### src/rtl/write_data.sv
// write_data: receive side of the pixel-pair stream. Each accepted even/odd
// RGB pair is written as one 48-bit word into a frame memory. Rows are
// stored bottom-up, so row 0 of the stream lands at the highest row base
// address. The block also reports frame completion, overrun and short-frame
// conditions through sticky flags.
module write_data #(
  parameter int IMAGE_WIDTH   = 768,
  parameter int IMAGE_HEIGHT  = 512,
  parameter int ADDRESS_WIDTH = 18
) (
  input  logic                     clk,
  input  logic                     reset,
  input  logic                     vertical_Pulse,
  input  logic                     horizontal_Pulse,
  input  logic [7:0]               data_R_Even,
  input  logic [7:0]               data_G_Even,
  input  logic [7:0]               data_B_Even,
  input  logic [7:0]               data_R_Odd,
  input  logic [7:0]               data_G_Odd,
  input  logic [7:0]               data_B_Odd,
  output logic                     mem_Write_Enable,
  output logic [ADDRESS_WIDTH-1:0] mem_Address,
  output logic [47:0]              mem_Data,
  output logic                     done_Flag,
  output logic                     overrun_Error,
  output logic                     short_Frame_Error
);

  localparam int PAIRS_PER_ROW = IMAGE_WIDTH / 2;
  localparam int COL_W = (PAIRS_PER_ROW > 1) ? $clog2(PAIRS_PER_ROW) : 1;
  localparam int ROW_W = (IMAGE_HEIGHT > 1) ? $clog2(IMAGE_HEIGHT) : 1;

  localparam logic [COL_W-1:0] COL_LAST = COL_W'(PAIRS_PER_ROW - 1);
  localparam logic [ROW_W-1:0] ROW_LAST = ROW_W'(IMAGE_HEIGHT - 1);

  // Where the counters land after the very first pair of a frame has been
  // taken in the start-of-frame cycle itself.
  localparam logic [COL_W-1:0] FIRST_NEXT_COL = (PAIRS_PER_ROW > 1) ? COL_W'(1) : '0;
  localparam logic [ROW_W-1:0] FIRST_NEXT_ROW = (PAIRS_PER_ROW > 1) ? '0 : ROW_W'(1);
  localparam bit               FIRST_IS_LAST  = (PAIRS_PER_ROW == 1) && (IMAGE_HEIGHT == 1);

  // Stream row 0, column 0 sits at the base of the bottom-most stored row.
  localparam logic [ADDRESS_WIDTH-1:0] FIRST_ADDR =
    ADDRESS_WIDTH'((IMAGE_HEIGHT - 1) * PAIRS_PER_ROW);

  typedef enum logic [1:0] {
    IDLE    = 2'd0,
    RECEIVE = 2'd1,
    DONE    = 2'd2
  } state_t;

  state_t                   state;
  logic [COL_W-1:0]         col;
  logic [ROW_W-1:0]         row;
  logic                     v_pulse_q;

  logic                     sof;
  logic                     beat;
  logic                     end_of_row;
  logic                     end_of_frame;
  logic [ADDRESS_WIDTH-1:0] row_base;
  logic [ADDRESS_WIDTH-1:0] cur_addr;
  logic [47:0]              pixel_word;

  // Decode framing events and the bottom-up address of the current pair.
  always_comb begin
    // NOTE: every signal gets a value on every path through this block, so
    // no latch is inferred; here all assignments are unconditional.
    sof          = vertical_Pulse & ~v_pulse_q;
    beat         = horizontal_Pulse & (state == RECEIVE);
    end_of_row   = (col == COL_LAST);
    end_of_frame = end_of_row & (row == ROW_LAST);
    row_base     = ADDRESS_WIDTH'(IMAGE_HEIGHT - 1) - ADDRESS_WIDTH'(row);
    cur_addr     = row_base * ADDRESS_WIDTH'(PAIRS_PER_ROW) + ADDRESS_WIDTH'(col);
    pixel_word   = {data_R_Odd, data_G_Odd, data_B_Odd,
                    data_R_Even, data_G_Even, data_B_Even};
  end

  // Frame FSM, pair counters, sticky flags and the registered write port.
  always_ff @(posedge clk or negedge reset) begin
    if (!reset) begin
      // NOTE: the write port is plain output registers, not a memory array,
      // so all of it is reset; this also drops any strobe in flight.
      state             <= IDLE;
      col               <= '0;
      row               <= '0;
      v_pulse_q         <= 1'b0;
      mem_Write_Enable  <= 1'b0;
      mem_Address       <= '0;
      mem_Data          <= '0;
      done_Flag         <= 1'b0;
      overrun_Error     <= 1'b0;
      short_Frame_Error <= 1'b0;
    end else begin
      // NOTE: non-blocking assignments throughout, so every right-hand side
      // sees the pre-edge value regardless of statement order.
      v_pulse_q        <= vertical_Pulse;
      mem_Write_Enable <= 1'b0;

      if (sof && !(beat && end_of_frame)) begin
        // Start of frame wins over an ordinary beat. An unfinished frame
        // in progress is reported as short.
        short_Frame_Error <= (state == RECEIVE);
        overrun_Error     <= 1'b0;
        done_Flag         <= 1'b0;
        if (horizontal_Pulse) begin
          // The pair arriving with the start pulse is pair 0 of the new frame.
          mem_Write_Enable <= 1'b1;
          mem_Address      <= FIRST_ADDR;
          mem_Data         <= pixel_word;
          if (FIRST_IS_LAST) begin
            state     <= DONE;
            done_Flag <= 1'b1;
            col       <= '0;
            row       <= '0;
          end else begin
            state <= RECEIVE;
            col   <= FIRST_NEXT_COL;
            row   <= FIRST_NEXT_ROW;
          end
        end else begin
          state <= RECEIVE;
          col   <= '0;
          row   <= '0;
        end
      end else begin
        case (state)
          IDLE: begin
          end

          RECEIVE: begin
            if (beat) begin
              mem_Write_Enable <= 1'b1;
              mem_Address      <= cur_addr;
              mem_Data         <= pixel_word;
              if (end_of_frame) begin
                col <= '0;
                row <= '0;
                // A start pulse alongside the completing pair re-arms for the
                // next frame directly instead of parking in DONE.
                if (sof) begin
                  state     <= RECEIVE;
                  done_Flag <= 1'b0;
                end else begin
                  state     <= DONE;
                  done_Flag <= 1'b1;
                end
              end else if (end_of_row) begin
                col <= '0;
                row <= row + ROW_W'(1);
              end else begin
                col <= col + COL_W'(1);
              end
            end
          end

          DONE: begin
            if (horizontal_Pulse) begin
              overrun_Error <= 1'b1;
            end
          end

          default: begin
            state <= IDLE;
          end
        endcase
      end
    end
  end

endmodule

### config.mk
export PLATFORM = sky130hd
export DESIGN_NAME = write_data
export DESIGN_NICKNAME = d
export VERILOG_FILES = /design/src/rtl/write_data.sv
export SDC_FILE = /design/constraint.sdc
export NUM_CORES = 1
export LEC_CHECK = 0
export ABC_CLOCK_PERIOD_IN_PS = 4900
export CAP_MARGIN = 15
export CORE_AREA = 2 2 123 125
export DETAILED_ROUTE_END_ITERATION = 12
export DIE_AREA = 0 0 125 127
export SYNTH_ARGS = -nofsm -noshare
export SYNTH_HDL_FRONTEND = slang
export SYNTH_SLANG_ARGS = --single-unit
export TNS_END_PERCENT = 1
### constraint.sdc
create_clock -name clk -period 4.9 [get_ports clk]
set_clock_uncertainty 0.15 [all_clocks]
set_input_delay 0.49 -clock clk [delete_from_list [all_inputs] [get_ports clk]]
set_output_delay 0.49 -clock clk [all_outputs]
set_load 0.03 [all_outputs]
== After elaboration in Yosys (flattened, before gate mapping) ==
Cells that the tools add are included.

* Flip-flop bits (word level): 91
* Bits of input ports: 52
* Output and inout port bits: 70
* Word-level logic and storage cells: 80

* $add $sub $neg: 4
* Multipliers: 1
* Eq/ne operators: 8
* Muxes and demuxes: 36
* Bitwise gates (word level): 4
* Reductions and logical operators: 17

{| class="wikitable"
|+ Operators with widths
! cell !! number
|-
| $mux W48 || 4
|-
| $mux W9 || 10
|-
| $mux W18 || 4
|-
| $add A18 B9 Y18 || 1
|-
| $add A9 B1 Y9 const B || 2
|-
| $eq A9 B9 Y1 const B || 2
|-
| $mul A18 B2 Y11 const B || 1
|-
| $mux W1 || 13
|-
| $reduce_and A3 Y1 || 4
|-
| $reduce_bool A2 Y1 || 5
|-
| $sub A9 B9 Y10 const A || 1
|-
| $mux W2 || 4
|-
| $ne A3 B3 Y1 const B || 2
|-
| $pmux W2 S2 || 1
|-
| $reduce_and A2 Y1 || 2
|-
| $and A1 B1 Y1 || 3
|-
| $reduce_bool A3 Y1 || 1
|-
| $eq A2 B1 Y1 const B || 1
|-
| $eq A2 B2 Y1 const B || 1
|-
| $logic_and A1 B1 Y1 || 2
|-
| $logic_not A2 Y1 || 1
|-
| $ne A2 B1 Y1 const B || 1
|-
| $ne A2 B2 Y1 const B || 1
|-
| $reduce_or A2 Y1 || 1
|-
| other kinds (2) || 2
|}

== Logic depth before layout (Yosys ltp) ==
* Word-level depth: 7
* Mapped depth: 9
* Depth with buffers taken out: 9

== Least setup slack after synthesis ==
OpenSTA, ideal clock, no wires.

* Path kind: reg2reg
* Start point: reg row[1]
* End point: reg mem_Address[17]
* Arrival time: 2.558 ns
* Data required time: 4.663 ns
* Path slack: 2.105 ns
* Stages on the path, launching flop included: 10
* Path buffers: 0
* Period minus slack after synthesis: 2.795 ns
* Cell sequence: dfrtp_1 inv_1 ha_1 fa_1 a211oi_2 nor2_2 nor4_4 nand4_1 mux2_1 a211oi_2

* Cells in the longest elaborated chain, start to end: 7

{| class="wikitable"
|+ Ends and longest elaborated chain
! item !! line !! text
|-
| start: declaration || 54 || <nowiki>logic [ROW_W-1:0] row;</nowiki>
|-
| start signal: assignment || 150 || <nowiki>row <= row + ROW_W'(1);</nowiki>
|-
| parallel branches: the longest is 7 deep, another holds $mul A18 B2 Y11 || n/a ||
|-
| end signal: assignment || 134 || <nowiki>mem_Address <= cur_addr;</nowiki>
|-
| end: declaration || 22 || <nowiki>output logic [ADDRESS_WIDTH-1:0] mem_Address,</nowiki>
|}

Parallel ways; which one is timed is not known. The select of a mux whose other input is x is not followed.
A chain may end at the register's enable or synchronous reset.

== Worst setup path in the final report ==
* Start point: reg row[0]
* End point: reg mem_Address[17]

Same word-level chain as after synthesis.

==> results.py <==
metrics = {
    "critical_path": {
        "path_depth": 9,
        "setup.worst_path.start": "row[0]$_DFFE_PN0P_",
        "required_ns": 5.02,
        "r2r-end": "mem_Address[17]$_DFFE_PN0P_",
        "worstPathBufferInverterCount": 1,
        "critPathMaxFanout": 6,
        "crit_family": "simple AND/OR/NAND/NOR gates",
        "startpoint_type": "register",
        "crit_end": "mem_Address[17]$_DFFE_PN0P_",
        "endpoint_kind": "register",
        "slowest_delay_ns": 0.45,
        "crit_chain": "inv_1 -> ha_1 -> fa_1 -> a211oi_2 -> nor2_2 -> nor4_4 -> nand4_1 -> mux2_1 -> a211oi_2",
        "r2r_cells": 9,
        "slowest_stage": "a211oi_2",
        "crit_top_cell": "a211oi_2",
        "r2r_slack_ns": 1.78,
        "critPathArrivalTime_ns": 3.24,
        "setup.worst_path.class": "register to register",
        "rr_startpoint": "row[0]$_DFFE_PN0P_",
    },
    "job": {
        "drv_cap": 0,
    },
    "synth": {
        "synth.yosys.warnings": 0,
        "syn_avg_cell_area_um2": 9.25,
        "ys_ff_latch": 91,
        "ys_seq_area_share_pct": 51.1,
        "syn-instance-count": 482,
        "synth-async-reset-ratio_pct": 100,
        "synth_edf_count": 0,
        "yosysUniqueCellTypes": 53,
        "ys.flop_type": "dfrtp_1",
        "netlist_area_um2": 4460,
        "syn_nets": 557,
    },
    "timing": {
        "worst_slew_margin_rel_pct": 32.5,
        "max_clock_freq_mhz": 320,
        "rsz0062_at_grt": "false",
        "fin_setup_tns_ns": 0,
        "hold_slack_ns": 0.326,
        "fin_crit_sh_pct": 63.8,
        "fin_crit_ns": 3.12,
        "worst_slew_pin_slew_ns": 1.01,
        "drv_slew": 0,
        "hold_viol_final": 0,
        "setup_viol_count_final": 0,
    },
    "die": {
        "initial_core_util_pct": 30.9,
        "core.rowCount": 44,
        "dieArea_um2": 15900,
        "die_x_um": 125,
        "num_io_pins": 122,
        "core-area_um2": 14400,
        "dieHeight_um": 127,
    },
    "power": {
        "p_leak_nw": 2.76,
        "p_per_area_nw_per_um2": 305,
        "ir_worst_vdd_mv": 0.156,
    },
    "finish": {
        "finalInstanceArea_um2": 6180,
        "finalNonFillerCells": 789,
        "diodes": 0,
        "synthToLayoutAreaGrowth_pct": 38.5,
        "n_fill_cell": 1380,
        "drive_above_1_share_pct": 5.45,
        "final_nets": 676,
    },
    "grt": {
        "grt_usage_pct": 14.6,
        "grt_pass1_wl_mm": 18.9,
        "antenna_found_initial": 0,
        "grt_pass1_vias": 3731,
        "grt_overflow": 0,
        "grt_max_degree": 63,
    },
    "clock_network": {
        "htree_levels": 3,
        "clkLatencyLatePin_ns": 0.35,
        "cts_buffers": 9,
        "clkSinkCount": 91,
        "clkTransAtPathRegs_ns": 0.07,
        "cts_resized": 0,
        "cts_tree": "done",
        "clock_path_buffers": 2,
        "clock-root-buffer": "clkbuf_16",
    },
    "outcome": {
        "status": "finished clean",
    },
    "placement": {
        "dp.final_hpwl_mm": 8.04,
        "port_buffers": 121,
        "post-place-cells": 773,
        "gp_congestion": 0.799,
        "dpl_cell_area_um2": 5860,
    },
    "detailed_routing": {
        "vias": 3791,
        "route.detailed.drc": 0,
        "drt.antenna.violating_nets": 0,
        "vias_per_cell": 4.80,
        "detailedRoute.firstPassIterationCount": 4,
        "wire_per_inst_um": 14.4,
        "wl_mm": 11.4,
        "drtIter0Drc": 292,
    },
    "hold_path": {
        "min_path_type": "register to register",
    },
}
==> repair_timing <==
item | in CTS | in global routing
hold buffers | 1 | 0
hold endpoints to repair | 29 | 0
buffers inserted | 0 | 0
setup endpoints to repair | 0 | 0
==> logic make-up (layout without fill, tap and decap cells) <==
kind of cell,after synthesis,count (layout),synth area share [%]
AND/OR/NAND/NOR,249,249,24.7
flip-flops,91,91,51.1
AO/OA/AOI/OAI,72,72,11.6
buffers and inverters,31,154,2.61
adder cells (fa/ha/maj),23,23,6.79
XOR/XNOR,15,15,2.95
multiplexers,1,1,0.253
==> worst min path at each step <==
stage,start,end,slack (ns),cells past startpoint
after floorplan,reset,col[0]$_DFFE_PN0P_,0.04,0
after global placement,reset,v_pulse_q$_DFF_PN0_,0.31,1
after detailed placement,reset,v_pulse_q$_DFF_PN0_,0.31,1
after CTS,mem_Data[41]$_DFFE_PN0P_,mem_Data[41]$_DFFE_PN0P_,0.33,2
after global routing,mem_Data[21]$_DFFE_PN0P_,mem_Data[21]$_DFFE_PN0P_,0.35,2
final,mem_Data[26]$_DFFE_PN0P_,mem_Data[26]$_DFFE_PN0P_,0.33,2
==> through the flow <==
stage | utilization, % | power [W] | setup WS (ns)
final | 42.8 | 0.00188 | 1.78
after floorplan | - | 0.00101 | 2.11
after CTS | 42.8 | 0.00191 | 1.81
after global routing | 42.8 | 0.00197 | 1.63
after detailed placement | 40.6 | 0.00119 | 1.83
after global placement | 40.6 | 0.00118 | 1.95
==> power breakdown <==
part           internal, W  switching [W]  total [W]
registers         0.000803      0.0000338   0.000836
logic             0.000141       0.000190   0.000332
clock network     0.000423       0.000292   0.000714
total              0.00137       0.000516    0.00188
==> synth_stat cells (all sizes together) (2+ instances only) <==
master   instances  area, um^2
buf              2        7.51
o21ba            2        20.0
a21oi           24         120
nand4            6        37.5
nand2b           6        37.5
a22o             8        70.1
ha              21         263
a2111oi          2        17.5
a21o             3        22.5
o21a             2        15.0
nand3b           3        26.3
a211oi           4        45.1
nor2            34         130
a31oi            2        12.5
nor4             2        27.5
nor2b            4        25.0
nand2          162         608
fa               2        40.0
o211ai           3        22.5
or3              2        12.5
nor3b            7        52.6
o21ai           10        53.8
or4b             2        23.8
and3b            2        17.5
a311oi           2        17.5
nor3             5        25.0
nand3           10        50.1
xor2             6        52.6
xnor2            9        78.8
clkbuf          16        60.1
dfrtp           91        2280
o311ai           2        35.0
and3             2        12.5
inv             13        48.8
==> area by class of cell <==
class,count,area (um^2),share of cell area (%)
repair buffers,126,1250,20.2
clock inverters,3,47.5,0.770
flip-flops and latches,91,2280,36.9
inverters,13,48.8,0.790
multi-input cells,360,2070,33.5
clock buffers,12,256,4.15
well taps,184,230,3.73
==> cells in the final DEF (no fill, tap or decap), types with 8 or more instances in the layout <==
cell and instances:
nand2_1 161, clkdlybuf4s50_1 120, dfrtp_1 91, nor2_1 33
a21oi_1 24, ha_1 21, inv_1 12, nand3_1 10
xnor2_1 9, clkbuf_16 9, o21ai_0 8, a22o_1 8
==> worst reg2reg max path, cell delays in order, from the launching register on <==
cell and delay, ns:
dfrtp_1 0.42, inv_1 0.09, ha_1 0.24, fa_1 0.42, a211oi_2 0.45, nor2_2 0.16, nor4_4 0.39, nand4_1 0.19
mux2_1 0.35, a211oi_2 0.18
==> per-layer routing <==
metal  GRT usage (%)  part of all wire [%]  vias up
met1            19.9                    47     1804
met3            3.64                   5.5       21
li1                -                     -     1850
met4            5.42                   2.2        0
met2            22.5                    46      116
met5               0                     0        -
==> flip-flops by register name, summed over array words and instances, names as in the netlist <==
register           count
state                  2
mem_Address           18
row                    9
mem_Write_Enable       1
mem_Data              48
col                    9
done_Flag              1
short_Frame_Error      1
overrun_Error          1
v_pulse_q              1
Note: power is estimated with default switching activity, not from simulation.
